File: config.mk
export PLATFORM = sky130hd
export DESIGN_NAME = ex_operand_b_stage
export DESIGN_NICKNAME = d
export VERILOG_FILES = /design/src/rtl/ex_operand_b_stage.sv
export SDC_FILE = /design/constraint.sdc
export NUM_CORES = 1
export LEC_CHECK = 0
export CAP_MARGIN = 20
export CORE_MARGIN = 8
export CORE_UTILIZATION = 41
export DETAILED_ROUTE_END_ITERATION = 8
export PLACE_DENSITY = 0.81
export REMOVE_ABC_BUFFERS = 1
export SYNTH_ARGS = -nofsm -noshare
export SYNTH_HDL_FRONTEND = slang
export SYNTH_SLANG_ARGS = --single-unit
export TNS_END_PERCENT = 30
File: constraint.sdc
create_clock -name i_clock -period 2.3 [get_ports i_clock]
set_input_delay 0.46 -clock i_clock [delete_from_list [all_inputs] [get_ports i_clock]]
set_output_delay 0.46 -clock i_clock [all_outputs]
set_load 0.02 [all_outputs]
File: src/rtl/ex_operand_b_stage.sv
// EX-stage operand B select: forwarding mux, immediate extension and the
// registered operand/store-data/valid slot with a sticky reserved-select flag.
module ex_operand_b_stage #(
  parameter int DATA_WIDTH = 32,
  parameter int IMM_WIDTH  = 16
) (
  input  logic                  i_clock,
  input  logic                  i_reset,
  input  logic                  i_stall,
  input  logic                  i_flush,
  input  logic                  i_valid,
  input  logic [DATA_WIDTH-1:0] i_regb,
  input  logic [DATA_WIDTH-1:0] i_fwd_mem,
  input  logic [DATA_WIDTH-1:0] i_fwd_wb,
  input  logic [1:0]            i_fwd_sel,
  input  logic [IMM_WIDTH-1:0]  i_imm,
  input  logic [1:0]            i_ext_mode,
  input  logic                  i_alusrc,
  output logic [DATA_WIDTH-1:0] o_datoBAlu,
  output logic [DATA_WIDTH-1:0] o_store_data,
  output logic                  o_valid,
  output logic                  o_sel_err
);

  localparam int PAD_WIDTH = DATA_WIDTH - IMM_WIDTH;

  logic [DATA_WIDTH-1:0] w_fwd;
  logic [DATA_WIDTH-1:0] w_ext;
  logic [DATA_WIDTH-1:0] w_shamt;
  logic [DATA_WIDTH-1:0] w_operand_b;
  logic                  w_load;

  logic [DATA_WIDTH-1:0] r_dato_b;
  logic [DATA_WIDTH-1:0] r_store_data;
  logic                  r_valid;
  logic                  r_sel_err;

  // Reserved select 11 falls back to the register-file value.
  always_comb begin
    w_fwd = i_regb;
    case (i_fwd_sel)
      2'b01:   w_fwd = i_fwd_mem;
      2'b10:   w_fwd = i_fwd_wb;
      default: w_fwd = i_regb;
    endcase
  end

  generate
    if (IMM_WIDTH >= 11) begin : g_shamt_field
      assign w_shamt = {{(DATA_WIDTH-5){1'b0}}, i_imm[10:6]};
    end else begin : g_shamt_narrow
      assign w_shamt = {{PAD_WIDTH{1'b0}}, i_imm};
    end
  endgenerate

  always_comb begin
    w_ext = {{PAD_WIDTH{1'b0}}, i_imm};
    case (i_ext_mode)
      2'b00:   w_ext = {{PAD_WIDTH{i_imm[IMM_WIDTH-1]}}, i_imm};
      2'b01:   w_ext = {{PAD_WIDTH{1'b0}}, i_imm};
      2'b10:   w_ext = {i_imm, {PAD_WIDTH{1'b0}}};
      default: w_ext = w_shamt;
    endcase
  end

  assign w_operand_b = i_alusrc ? w_ext : w_fwd;
  assign w_load      = !i_flush && !i_stall;

  // Flush outranks stall; data registers load even for invalid slots.
  always_ff @(posedge i_clock or posedge i_reset) begin
    if (i_reset) begin
      r_dato_b     <= '0;
      r_store_data <= '0;
      r_valid      <= 1'b0;
      r_sel_err    <= 1'b0;
    end else begin
      if (i_flush) begin
        r_dato_b     <= '0;
        r_store_data <= '0;
        r_valid      <= 1'b0;
      end else if (!i_stall) begin
        r_dato_b     <= w_operand_b;
        r_store_data <= w_fwd;
        r_valid      <= i_valid;
      end
      if (w_load && i_valid && (i_fwd_sel == 2'b11)) begin
        r_sel_err <= 1'b1;
      end
    end
  end

  assign o_datoBAlu   = r_dato_b;
  assign o_store_data = r_store_data;
  assign o_valid      = r_valid;
  assign o_sel_err    = r_sel_err;

endmodule

==> impl_metrics.sql <==
INSERT INTO impl_metrics (metric_group, metric, value, unit) VALUES
('status', 'status', 'completed', ''),
('min_path', 'whs_endpoint', 'o_store_data[1]', ''),
('min_path', 'hold_class', 'reg2reg', ''),
('global_route', 'grt_overflow_total', '0', ''),
('setup_path', 'path_cells', 'clkdlybuf4s50_1 > inv_1 > ha_2 > buf_12 > a221oi_1 > o21ai_0 > a32o_1', ''),
('yosys', 'unique_cell_type_count_in_the_yosys_netlist', '39', ''),
('sta', 'rsz0062_at_grt', 'no', ''),
('detailed_routing', 'route.detailed.wl_per_inst', '19.70', 'µm'),
('finish', 'nFillCells', '779', ''),
('sta', 'slew_viol_final', '0', ''),
('finish', 'mostFrequentLayoutCells', 'sky130_fd_sc_hd__clkdlybuf4s50_1, sky130_fd_sc_hd__dfrtp_1, sky130_fd_sc_hd__a21oi_1', ''),
('setup_path', 'r2r-start', 'o_datoBAlu[17]', ''),
('placement', 'globalplace.congestion', '0.8047', ''),
('setup_path', 'critical_path.endpoint_type', 'register', ''),
('setup_path', 'cp-start-kind', 'primary input', ''),
('finish', 'num_antenna_cells', '0', ''),
('sta', 'final.setup.tns', '0', 'ns'),
('floorplanning', 'initial_core_util', '0.4200', ''),
('global_route', 'first_pass_grt_wire_length', '22.51', 'mm'),
('yosys', 'synthDominantAreaCellType', 'sky130_fd_sc_hd__dfrtp_1', ''),
('yosys', 'syn_avg_cell_area', '8.920', 'µm²'),
('clock_tree', 'cts_hold_buf', '0', ''),
('finish', 'ff_latch_area', '1652', 'µm²'),
('setup_path', 'timing.critical_path.buf_inv', '3', ''),
('sta', 'final.setup_skew', '0', 'ns'),
('yosys', 'async_flop_share', '1.000', ''),
('placement', 'half_perimeter_wire_length_after_detailed_placement', '10.91', 'mm'),
('placement', 'place_inst', '708', ''),
('floorplanning', 'io_pins', '188', ''),
('setup_path', 'cp_data_arrival_time', '2.28', 'ns'),
('finish', 'post_route_cells_drive_above_1_share', '0.06699', ''),
('global_route', 'overall_global_routing_usage', '0.2201', ''),
('sta', 'finalCritPeriodShare', '0.8924', ''),
('min_path', 'hold_path_depth', '1', ''),
('finish', 'multi_input_area', '1921', 'µm²'),
('yosys', 'synth.cell_area', '3862', 'µm²'),
('detailed_routing', 'detail_route.drc_violations', '0', ''),
('detailed_routing', 'postRouteAntennaNets', '0', ''),
('yosys', 'syn_inst', '433', ''),
('clock_tree', 'tritoncts.num_buffers', '9', ''),
('detailed_routing', 'drt_iter0_markers', '256', ''),
('setup_path', 'critPathKind', 'in2reg', ''),
('detailed_routing', 'wirelength', '14.25', 'mm'),
('clock_tree', 'number_of_buffers_added_for_setup_after_cts', '0', ''),
('flow_run', 'drv_cap', '0', ''),
('sta', 'post-route-min-period', '2.052', 'ns'),
('setup_path', 'r2r_cells', '2', ''),
('floorplanning', 'fp.dieW', '113.1', 'µm'),
('yosys', 'synth_warnings', '0', ''),
('setup_path', 'cp_slowest_stage_delay', '0.51', 'ns'),
('clock_tree', 'clockRootBuffer', 'sky130_fd_sc_hd__clkbuf_8', ''),
('setup_path', 'cp_max_fo', '32', ''),
('finish', 'post-route-util', '0.6590', ''),
('yosys', 'netlist_top_cells_area', 'sky130_fd_sc_hd__dfrtp_1, sky130_fd_sc_hd__a21oi_1, sky130_fd_sc_hd__a221oi_1, sky130_fd_sc_hd__nor2b_1, sky130_fd_sc_hd__nand2_1', ''),
('placement', 'portBuffers', '187', ''),
('clock_tree', 'htreeDepth', '3', ''),
('sta', 'worst_slew_margin_rel', '0.6648', ''),
('finish', 'synthToLayoutAreaGrowth', '56.92', '%'),
('detailed_routing', 'post_drt_via_cell_ratio', '5.661', ''),
('global_route', 'antenna_violations_before_repair', '0', ''),
('pwr', 'total_power', '3.284', 'mW'),
('floorplanning', 'rows', '35', ''),
('sta', 'pin_slew_with_the_least_headroom_to_its_limit', '0.5028', 'ns'),
('clock_tree', 'post_cts_resize_count', '0', ''),
('finish', 'finish.cell_count_without_fillers', '723', ''),
('setup_path', 'critPathTopFamily', 'buffers and inverters', ''),
('clock_tree', 'cts_max_path_buffers', '2', ''),
('detailed_routing', 'route.vias.total', '4093', ''),
('finish', 'layout.cells.most_common', 'sky130_fd_sc_hd__clkdlybuf4s50_1', ''),
('clock_tree', 'clkTransAtPathRegs', '0.07', 'ns'),
('sta', 'setup_viol', '0', '');
==> registers in the layout, summed over array words and instances, names as in the netlist <==
name and cells:
o_datoBAlu 32, o_sel_err 1, o_store_data 32, o_valid 1
==> worst max path at each step <==
stage                      start             end  slack, ns  cells past startpoint
finish              i_fwd_sel[0]   o_datoBAlu[5]       0.25                      7
global route        i_fwd_sel[0]   o_datoBAlu[7]       0.18                      7
CTS                 i_fwd_sel[0]   o_datoBAlu[5]       0.27                      7
detailed placement  i_fwd_sel[0]   o_datoBAlu[5]      -0.09                      7
global placement    i_fwd_sel[0]   o_datoBAlu[5]      -0.05                      7
floorplan           i_fwd_sel[0]  o_datoBAlu[15]       -0.1                      5
==> cell usage after synthesis (2+ instances only) <==
master                     count
sky130_fd_sc_hd__buf_2        20
sky130_fd_sc_hd__a211o_1       5
sky130_fd_sc_hd__a221o_1       4
sky130_fd_sc_hd__a21oi_1      49
sky130_fd_sc_hd__clkbuf_1     15
sky130_fd_sc_hd__a22oi_1       4
sky130_fd_sc_hd__a211oi_1      5
sky130_fd_sc_hd__nand2_1      40
sky130_fd_sc_hd__nand3b_1      3
sky130_fd_sc_hd__nand2b_1     13
sky130_fd_sc_hd__dfrtp_1      66
sky130_fd_sc_hd__ha_1          3
sky130_fd_sc_hd__and3_1        5
sky130_fd_sc_hd__o31ai_1       3
sky130_fd_sc_hd__buf_4         2
sky130_fd_sc_hd__a21o_1        5
sky130_fd_sc_hd__a311oi_1      5
sky130_fd_sc_hd__a221oi_1     28
sky130_fd_sc_hd__a32o_1       10
sky130_fd_sc_hd__nor3_1       12
sky130_fd_sc_hd__and2_0        3
sky130_fd_sc_hd__nor2b_1      31
sky130_fd_sc_hd__o311ai_0      3
sky130_fd_sc_hd__o31a_1       12
sky130_fd_sc_hd__inv_1        23
sky130_fd_sc_hd__buf_6         2
sky130_fd_sc_hd__nor2_1        8
sky130_fd_sc_hd__o21ai_0      21
sky130_fd_sc_hd__or3_1        21
sky130_fd_sc_hd__buf_1         3
==> power breakdown <==
group | leakage [nW] | switching [mW] | internal (mW)
combinational | 1.51 | 0.493 | 0.530
sequential | 0.875 | 0.0490 | 1.25
clock | 0.0962 | 0.444 | 0.523
total | 2.48 | 0.986 | 2.30
==> cell type report <==
type / instances / area share
clock inverters: 3 / 0.006606
clock buffers: 12 / 0.02395
inverters: 24 / 0.01486
well taps: 111 / 0.02291
multi-input cells: 301 / 0.3169
flip-flops and latches: 66 / 0.2725
repair buffers: 206 / 0.3423
==> metrics by stage <==
| stage | setup WS [ns] | hold slack (ns) | area (µm²) |
|---|---|---|---|
| floorplan | -0.09667 | 0.5196 | 3657 |
| global placement | -0.05189 | 0.4594 | 5876 |
| detailed placement | -0.09271 | 0.4663 | 5876 |
| CTS | 0.2674 | 0.4828 | 6061 |
| global route | 0.1762 | 0.5075 | 6061 |
| finish | 0.2475 | 0.4805 | 6061 |
==> layer usage <==
metal / part of all wire / track usage
met3: 0.093 / 0.07188
met4: 0.021 / 0.07549
met1: 0.39 / 0.2605
met5: 0 / 0
met2: 0.50 / 0.3671
==> cell families (layout without fill, tap and decap cells) <==
| group | Yosys count | in the layout | synth area share |
|---|---|---|---|
| buffers and inverters | 66 | 245 | 0.07645 |
| AND/OR/NAND/NOR | 137 | 137 | 0.1879 |
| flip-flops | 66 | 66 | 0.4276 |
| AO/OA/AOI/OAI | 160 | 160 | 0.2958 |
| adder cells (fa/ha/maj) | 3 | 3 | 0.009719 |
| multiplexers | 1 | 1 | 0.002592 |
Power figures use the tool's default switching activity.
